**config.mk**
```make
export PLATFORM = sky130hd
export DESIGN_NAME = alu_result_buffer
export DESIGN_NICKNAME = d
export VERILOG_FILES = /design/src/rtl/alu_pkg.sv /design/src/rtl/sync_fifo.sv /design/src/rtl/alu_result_buffer.sv
export SDC_FILE = /design/constraint.sdc
export NUM_CORES = 1
export LEC_CHECK = 0
export CAP_MARGIN = 20
export CELL_PAD_IN_SITES_DETAIL_PLACEMENT = 1
export CELL_PAD_IN_SITES_GLOBAL_PLACEMENT = 1
export CORE_ASPECT_RATIO = 1.2
export CORE_MARGIN = 3
export CORE_UTILIZATION = 43
export DETAILED_ROUTE_END_ITERATION = 8
export PLACE_DENSITY_LB_ADDON = 0.3
export SKIP_LAST_GASP = 1
export SYNTH_ARGS = -nofsm -noshare
export SYNTH_HDL_FRONTEND = slang
export SYNTH_SLANG_ARGS = --single-unit
```
**constraint.sdc**
```tcl
create_clock -name clk -period 2.5 [get_ports clk]
set_clock_uncertainty 0.05 [all_clocks]
set_input_delay 0.625 -clock clk [delete_from_list [all_inputs] [get_ports clk]]
set_output_delay 0.625 -clock clk [all_outputs]
set_load 0.02 [all_outputs]
```
**src/rtl/alu_pkg.sv**
```systemverilog
// Shared definitions for the alu and its downstream stages.
package alu_pkg;

  typedef enum logic [1:0] {
    OP_NOP = 2'd0,
    OP_ADD = 2'd1,
    OP_SUB = 2'd2
  } operation_t;

  // Cycles from in_valid to out_valid; bounds how far rsv may run ahead of count.
  localparam int ALU_LATENCY       = 2;
  localparam int ALU_WIDTH_DEFAULT = 8;

endpackage

```
**src/rtl/sync_fifo.sv**
```systemverilog
// Synchronous show-ahead FIFO. Accepts a push into a full FIFO when a pop
// happens in the same cycle. Storage is not reset; rd_data reads as 0 when empty.
module sync_fifo #(
  parameter int WIDTH = 8,
  parameter int DEPTH = 4,
  localparam int PW = $clog2(DEPTH),
  localparam int CW = $clog2(DEPTH + 1)
) (
  input  logic             clk,
  input  logic             rst,
  input  logic             push_req,
  input  logic [WIDTH-1:0] wr_data,
  input  logic             pop_req,
  output logic [WIDTH-1:0] rd_data,
  output logic             rd_valid,
  output logic [CW-1:0]    count,
  output logic             push,
  output logic             pop
);

  localparam logic [CW-1:0] DEPTH_C = CW'(DEPTH);

  logic [WIDTH-1:0] mem_q [DEPTH];
  logic [WIDTH-1:0] mem_d [DEPTH];
  logic [PW-1:0]    rd_ptr_q, rd_ptr_d;
  logic [PW-1:0]    wr_ptr_q, wr_ptr_d;
  logic [CW-1:0]    count_q, count_d;

  // Handshake qualification and show-ahead head of queue.
  always_comb begin
    rd_valid = (count_q != '0);
    pop      = rd_valid & pop_req;
    push     = push_req & ((count_q < DEPTH_C) | pop);
    rd_data  = rd_valid ? mem_q[rd_ptr_q] : '0;
  end

  // Next pointers, occupancy and storage contents.
  always_comb begin
    mem_d    = mem_q;
    rd_ptr_d = rd_ptr_q;
    wr_ptr_d = wr_ptr_q;
    count_d  = count_q;
    if (push) begin
      mem_d[wr_ptr_q] = wr_data;
      wr_ptr_d        = wr_ptr_q + 1'b1;
    end
    if (pop) rd_ptr_d = rd_ptr_q + 1'b1;
    case ({push, pop})
      2'b10:   count_d = count_q + 1'b1;
      2'b01:   count_d = count_q - 1'b1;
      default: count_d = count_q;
    endcase
  end

  // Pointer and occupancy registers.
  always_ff @(posedge clk) begin
    if (rst) begin
      rd_ptr_q <= '0;
      wr_ptr_q <= '0;
      count_q  <= '0;
    end else begin
      rd_ptr_q <= rd_ptr_d;
      wr_ptr_q <= wr_ptr_d;
      count_q  <= count_d;
    end
  end

  // Storage array, deliberately left out of reset.
  always_ff @(posedge clk) begin
    mem_q <= mem_d;
  end

  assign count = count_q;

endmodule

```
**src/rtl/alu_result_buffer.sv**
```systemverilog
// Result buffer behind the 2-cycle alu. Tracks issued-but-unpopped operations
// in rsv so the issuer can be throttled via issue_ok, since the alu cannot stall.
// Optional statistics counters: define ALU_RESULT_BUFFER_STATS_EN.
module alu_result_buffer
  import alu_pkg::*;
#(
  parameter int WIDTH = ALU_WIDTH_DEFAULT,
  parameter int DEPTH = 4,
  localparam int CW = $clog2(DEPTH + 1)
) (
  input  logic             clk,
  input  logic             rst,
  input  logic             issue_in,
  output logic             issue_ok,
  input  logic [WIDTH-1:0] res_in,
  input  logic             res_valid_in,
  output logic [WIDTH-1:0] m_data,
  output logic             m_valid,
  input  logic             m_ready,
  output logic [CW-1:0]    count,
  output logic             overflow_err,
  output logic             issue_err,
  input  logic             clr_err
`ifdef ALU_RESULT_BUFFER_STATS_EN
  ,
  output logic [15:0]      stat_pushed,
  output logic [15:0]      stat_popped
`endif
);

  localparam logic [CW-1:0] DEPTH_C = CW'(DEPTH);

  logic          push, pop, drop;
  logic [CW-1:0] rsv_q, rsv_d;
  logic          overflow_err_q, overflow_err_d;
  logic          issue_err_q, issue_err_d;

  sync_fifo #(.WIDTH(WIDTH), .DEPTH(DEPTH)) u_fifo (
    .clk      (clk),
    .rst      (rst),
    .push_req (res_valid_in),
    .wr_data  (res_in),
    .pop_req  (m_ready),
    .rd_data  (m_data),
    .rd_valid (m_valid),
    .count    (count),
    .push     (push),
    .pop      (pop)
  );

  // Reservation tracking and sticky error next-state; a set beats clr_err.
  always_comb begin
    issue_ok = (rsv_q < DEPTH_C);
    drop     = res_valid_in & ~push;
    rsv_d    = rsv_q;
    if (issue_in & ~pop) begin
      if (issue_ok) rsv_d = rsv_q + 1'b1;
    end else if (pop & ~issue_in) begin
      if (rsv_q != '0) rsv_d = rsv_q - 1'b1;
    end
    overflow_err_d = drop | (overflow_err_q & ~clr_err);
    issue_err_d    = (issue_in & ~issue_ok) | (issue_err_q & ~clr_err);
  end

  // Reservation counter and sticky error registers.
  always_ff @(posedge clk) begin
    if (rst) begin
      rsv_q          <= '0;
      overflow_err_q <= 1'b0;
      issue_err_q    <= 1'b0;
    end else begin
      rsv_q          <= rsv_d;
      overflow_err_q <= overflow_err_d;
      issue_err_q    <= issue_err_d;
    end
  end

  assign overflow_err = overflow_err_q;
  assign issue_err    = issue_err_q;

`ifdef ALU_RESULT_BUFFER_STATS_EN
  logic [15:0] stat_pushed_q, stat_pushed_d;
  logic [15:0] stat_popped_q, stat_popped_d;

  // Saturating push/pop event counters.
  always_comb begin
    stat_pushed_d = stat_pushed_q;
    stat_popped_d = stat_popped_q;
    if (push && stat_pushed_q != 16'hFFFF) stat_pushed_d = stat_pushed_q + 16'd1;
    if (pop  && stat_popped_q != 16'hFFFF) stat_popped_d = stat_popped_q + 16'd1;
  end

  // Statistics registers, cleared only by rst.
  always_ff @(posedge clk) begin
    if (rst) begin
      stat_pushed_q <= '0;
      stat_popped_q <= '0;
    end else begin
      stat_pushed_q <= stat_pushed_d;
      stat_popped_q <= stat_popped_d;
    end
  end

  assign stat_pushed = stat_pushed_q;
  assign stat_popped = stat_popped_q;
`else
  // Statistics counters are not built in this configuration.
`endif

endmodule

```
==> impl_metrics.toml, run 1 <==
[synthesis]
yosysTopAreaCellShare = 0.497
post-synth-top-count-cell = "edfxtp_1"
synth_xor_area_frac = 0.0227
syn_area_sq_mm = 0.00193
ys_seq_elements = 44
yosys_most_used_dff = "edfxtp_1"
synth.mux.area_fraction = 0.0933
synth-warning-count = 0
yosysTopAreaCell = "edfxtp_1"
synth_compound_area_frac = 0.0667
yosys-top-cells-count = "edfxtp_1, dfxtp_1, inv_1, nor2b_1"
synthTopCellsByArea = "edfxtp_1, dfxtp_1, mux4_2, ha_1, nor2b_1"
synthSimpleGateAreaFrac = 0.106
yosysSeqAreaShare = 0.622
synth_fa_ha_area_frac = 0.0622
synth_area_per_cell_sq_um = 14.2
syn_nets = 159
synth_cells = 136
async_reset_ff_frac = 0
synth_top_family_by_area = "simple AND/OR/NAND/NOR gates"
ys_types = 30
synth_edf_count = 32

[clock_tree]
htree_levels = 2
insertion_delay_ns = 0.29
clkSinkCount = 44
cts_root_buf = "clkbuf_8"
path_clk_slew_ns = 0.08
cts_tree = "yes"
cts_setup_buffers = 0
clockBufferDepth = 2
cts_buffers = 5

[worst_setup_path]
rr_endpoint = "rsv_q[2]"
critical_path_required_ns = 1.82
cpPeakStageDelay_ns = 0.50
r2r-start = "u_fifo.count[0]"
worstPathCellList = "buf_12, mux4_2, nor2b_1, dlygate4sd2_1"
startpoint_type = "flip-flop"
worst_r2r_path_depth = 7
reg2reg_slack_ns = 0.21
crit_slowest_cell = "mux4_2"
worstPathMaxFanout = 8
critPathKind = "reg2out"
endpoint_kind = "output pin"
critical_path_arrival_ns = 1.74

[run_status]
status = "complete, no violations"

[floorplan]
die_width_um = 67.2
rows = 26
die_height_um = 79.4
core_area_sq_mm = 0.00429
initial_core_util = 0.450
die-area_sq_mm = 0.00534
top_level_ports = 29

[worst_hold_path]
min_path_type = "reg2reg"
hold_path_depth = 2
hp-start = "issue_err"
min_to = "issue_err"

[placed_design]
numPortBuffers = 28
routabilityCongestion = 0.810
dpl_worst_slack_ns = -0.366
dpl_cell_area_sq_mm = 0.00239
hpwl_um = 2980

[timing]
worst_pin_slew_ns = 0.490
setup_viol = 0
drv_slew = 0
fin_crit_sh = 0.967
rsz0062_at_grt = "true"
hold_viol = 0
slew_headroom = 0.672
worst_slack_ns = 0.0816
period_minus_slack_ns = 2.42
fmax_ghz = 0.413

[routing]
wl_per_cell_um = 16.8
ant_nets = 0
routed-via-count = 1221
dr_wl_met3_um = 159
first_iter_violations = 49
first_pass_iters = 4
viasPerCell = 5.11
wl_met1_um = 1660
routed_wl_um = 4020
drc = 0
wl_met2_um = 2120
highest_layer = "met4"

[pwr]
p_per_area_mw_per_mm2 = 987
peakVddDrop_uv = 515
p_leak_nw = 0.942
p_total_mw = 2.46

[finish]
syn_to_final_growth_pct = 29.2
nets = 205
final_cell_area_sq_mm = 0.00250
layout-drive-gt1-share = 0.197
num_antenna_cells = 0
final.fill_count = 444

[global_route]
grt_pass1_vias = 1363
grt-ovfl-total = 0
antenna_found_initial = 0
grt_max_degree = 14
grt_usage = 0.175
grt_pass1_wl_um = 6730

[flow_run]
maxCapViolCount = 0
## cells by family (layout without fill, tap and decap cells)
group           after synthesis  count (layout)
compound gates               19              19
fa+ha+maj                     9               9
xor+xnor                      5               5
simple gates                 37              37
mux                           8               8
buf+inv                      14              61
flops                        44              44
## report_power, final
part	leakage [nW]	switching, mW	internal (mW)	total (mW)
Sequential	0.392	0.0800	0.871	0.951
Clock	0.0552	0.232	0.296	0.529
Combinational	0.495	0.477	0.507	0.984
Total	0.942	0.789	1.67	2.46
## layout make-up
cell class                 instances  area, sq um  share of cell area
clock inverter                     2         35.0              0.0140
timing repair buffer              43          395               0.158
clock buffer                       6         72.6              0.0291
multi-input combinational         78          683               0.274
inverter                          10         37.5              0.0150
sequential                        44         1200               0.482
tap                               56         70.1              0.0281
## flip-flops by register name, indices dropped and copies added, names as in the netlist
register	count
issue_err	1
overflow_err	1
rsv_q	3
u_fifo.count	3
u_fifo.mem_q	32
u_fifo.rd_ptr_q	2
u_fifo.wr_ptr_q	2
## layer usage
layer	up-vias	GRT usage
li1	592	-
met1	593	0.206
met2	29	0.305
met3	7	0.0380
met4	0	0.0669
met5	-	0
## worst max-delay path by stage
stage | startpoint | endpoint | cells after the start
2_1_floorplan | u_fifo.count[0] | rsv_q[2] | 7
3_3_place_gp | m_ready | rsv_q[2] | 8
6_report | u_fifo.rd_ptr_q[0] | m_data[1] | 4
5_1_grt | u_fifo.count[0] | m_valid | 4
3_5_place_dp | m_ready | rsv_q[2] | 8
4_1_cts | u_fifo.rd_ptr_q[0] | m_data[0] | 4
## timing repair
item / in CTS / in global routing
hold buffers: 0 / 0
endpoints found under the hold margin: 0 / 0
setup endpoints to repair: 10 / 10
gates resized for setup: 11 / 2
## through the flow
step	TNS (ns)	hold slack, ns	util	cells
floorplan	0	0.425	-	136
global placement	-0.414	0.408	0.557	231
detailed placement	-0.752	0.429	0.557	231
CTS	-0.00912	0.443	0.581	239
global route	-0.0122	0.479	0.581	239
finish	0	0.435	0.581	239
## worst max-delay path: cells and delay by family, from the launching register on
| family | cells | cell delay [ns] |
|---|---|---|
| buffers and inverters | 2 | 0.45 |
| DFF | 1 | 0.36 |
| muxes | 1 | 0.50 |
| and+or+nand+nor | 1 | 0.14 |
## cell usage in the layout, fill, tap and decap left out, types with 2 or more instances in the layout
master / netlist / layout
dfxtp_1: 12 / 11
ha_1: 8 / 7
edfxtp_1: 32 / 32
nor2_1: 7 / 7
and3_1: 4 / 4
a21oi_1: 7 / 6
nand2_1: 3 / 3
dlygate4sd2_1: 0 / 8
nand3_1: 2 / 2
and2b_1: 2 / 2
inv_1: 10 / 10
nor3_1: 3 / 3
xor2_1: 4 / 4
or3_1: 3 / 3
buf_4: 0 / 14
clkbuf_8: 0 / 5
clkdlybuf4s50_1: 0 / 19
o21ai_0: 4 / 4
nor2b_1: 10 / 10
nand2b_1: 2 / 2
mux4_2: 8 / 8
No activity file was read; power rests on OpenSTA's default activity.
==> run 2, diff against run 1 <==
Settings changed: SLEW_MARGIN from default to 25.
==> results of run 2 <==
Final layout, timing and power as in run 1 (identical DEF).
==> run 3, diff against run 2 <==
Settings changed: MAX_ROUTING_LAYER from default to met4.
==> impl_metrics.toml, run 3 (synthesis results as in run 1) <==
[placed_design]
numPortBuffers = 28
dpl_cell_area_sq_mm = 0.00239
routabilityCongestion = 0.822
hpwl_um = 2980

[finish]
mostFrequentLayoutCells = "edfxtp_1, clkdlybuf4s50_1, buf_4"
regMostFlops = "u_fifo.mem_q"
nets = 205
syn_to_final_growth_pct = 29.2
num_antenna_cells = 0
largest_register_ffs = 32
final_cell_area_sq_mm = 0.00250
mostFrequentLayoutCell = "edfxtp_1"
layout-drive-gt1-share = 0.197

[worst_setup_path]
critPathKind = "reg2out"
startpoint_type = "flip-flop"
reg2reg_slack_ns = 0.21
critical_path_required_ns = 1.82
worstPathMaxFanout = 8
critical_path_arrival_ns = 1.74
endpoint_kind = "output pin"

[routing]
first_iter_violations = 49
viasPerCell = 5.13
ant_nets = 0
first_pass_iters = 4
routed_wl_um = 4030
drc = 0
routed-via-count = 1226
wl_per_cell_um = 16.8

[timing]
setup_viol = 0
rsz0062_at_grt = "true"
fin_hold_ws_ns = 0.434
slew_headroom = 0.673
period_minus_slack_ns = 2.42
hold_viol = 0
drv_slew = 0
fin_crit_sh = 0.967
worst_pin_slew_ns = 0.489
fmax_ghz = 0.414

[clock_tree]
cts_tree = "yes"
htree_levels = 2
clkSinkCount = 44
cts_root_buf = "clkbuf_8"
insertion_delay_ns = 0.29
cts_buffers = 5
cts_hold_buf = 0
path_clk_slew_ns = 0.07
clockBufferDepth = 2
cts_setup_buffers = 0

[floorplan]
initial_core_util = 0.450
top_level_ports = 29
die_width_um = 67.2
core_area_sq_mm = 0.00429
die_height_um = 79.4
rows = 26
die-area_sq_mm = 0.00534

[pwr]
p_per_area_mw_per_mm2 = 987
p_leak_nw = 0.942
peakVddDrop_uv = 515

[global_route]
grt_usage = 0.179
grt_pass1_vias = 1361
antenna_found_initial = 0
grt_pass1_wl_um = 6730
grt-ovfl-total = 0
grt_max_degree = 14

[flow_run]
maxCapViolCount = 0

[run_status]
status = "complete, no violations"

[worst_hold_path]
min_path_type = "reg2reg"
==> run 3: metal layers <==
metal / vias to the layer above / wire [um] / GRT usage
met5: - / 0 / -
met4: 0 / 71 / 0.0669
met3: 7 / 154 / 0.0366
met2: 29 / 2140 / 0.305
met1: 598 / 1660 / 0.206
li1: 592 / - / -
==> run 3: area by class of cell <==
class / instances / area, sq um
tap: 56 / 70.1
sequential: 44 / 1200
multi-input combinational: 78 / 683
fill: 444 / 1800
inverter: 10 / 37.5
clock inverter: 2 / 35.0
clock buffer: 6 / 72.6
timing repair buffer: 43 / 395
==> run 3: metrics by stage <==
stage,setup TNS [ns],util,power (mW),std cells,setup slack [ns]
floorplan,0,-,1.53,136,0.151
global placement,-0.414,0.557,1.95,231,-0.233
detailed placement,-0.752,0.557,2.00,231,-0.366
CTS,-0.00912,0.581,2.50,239,-0.00912
global route,-0.0121,0.581,2.62,239,-0.00598
finish,0,0.581,2.46,239,0.0831
==> run 3: timing repair <==
item | CTS | global route
resized for setup | 11 | 2
endpoints found under the setup margin | 10 | 10
gates cloned | 0 | 0
==> run 3: worst paths after layout <==
| check | cells past startpoint | start | end |
|---|---|---|---|
| hold / removal | 2 | issue_err | issue_err |
| setup / recovery | 4 | u_fifo.rd_ptr_q[0] | m_data[1] |
| hold reg to reg | 2 | issue_err | issue_err |
| setup reg to reg | 7 | u_fifo.count[0] | rsv_q[2] |
==> run 3: critical path: stages (launching register included) <==
cell and delay, ns:
dfxtp_2 0.36, buf_12 0.14, mux4_2 0.50, nor2b_1 0.14
dlygate4sd2_1 0.31
==> run 3: report_power, final <==
part / total (mW) / switching [mW] / internal [mW]
combinational: 0.984 / 0.477 / 0.507
sequential: 0.951 / 0.0801 / 0.871
clock: 0.527 / 0.231 / 0.296
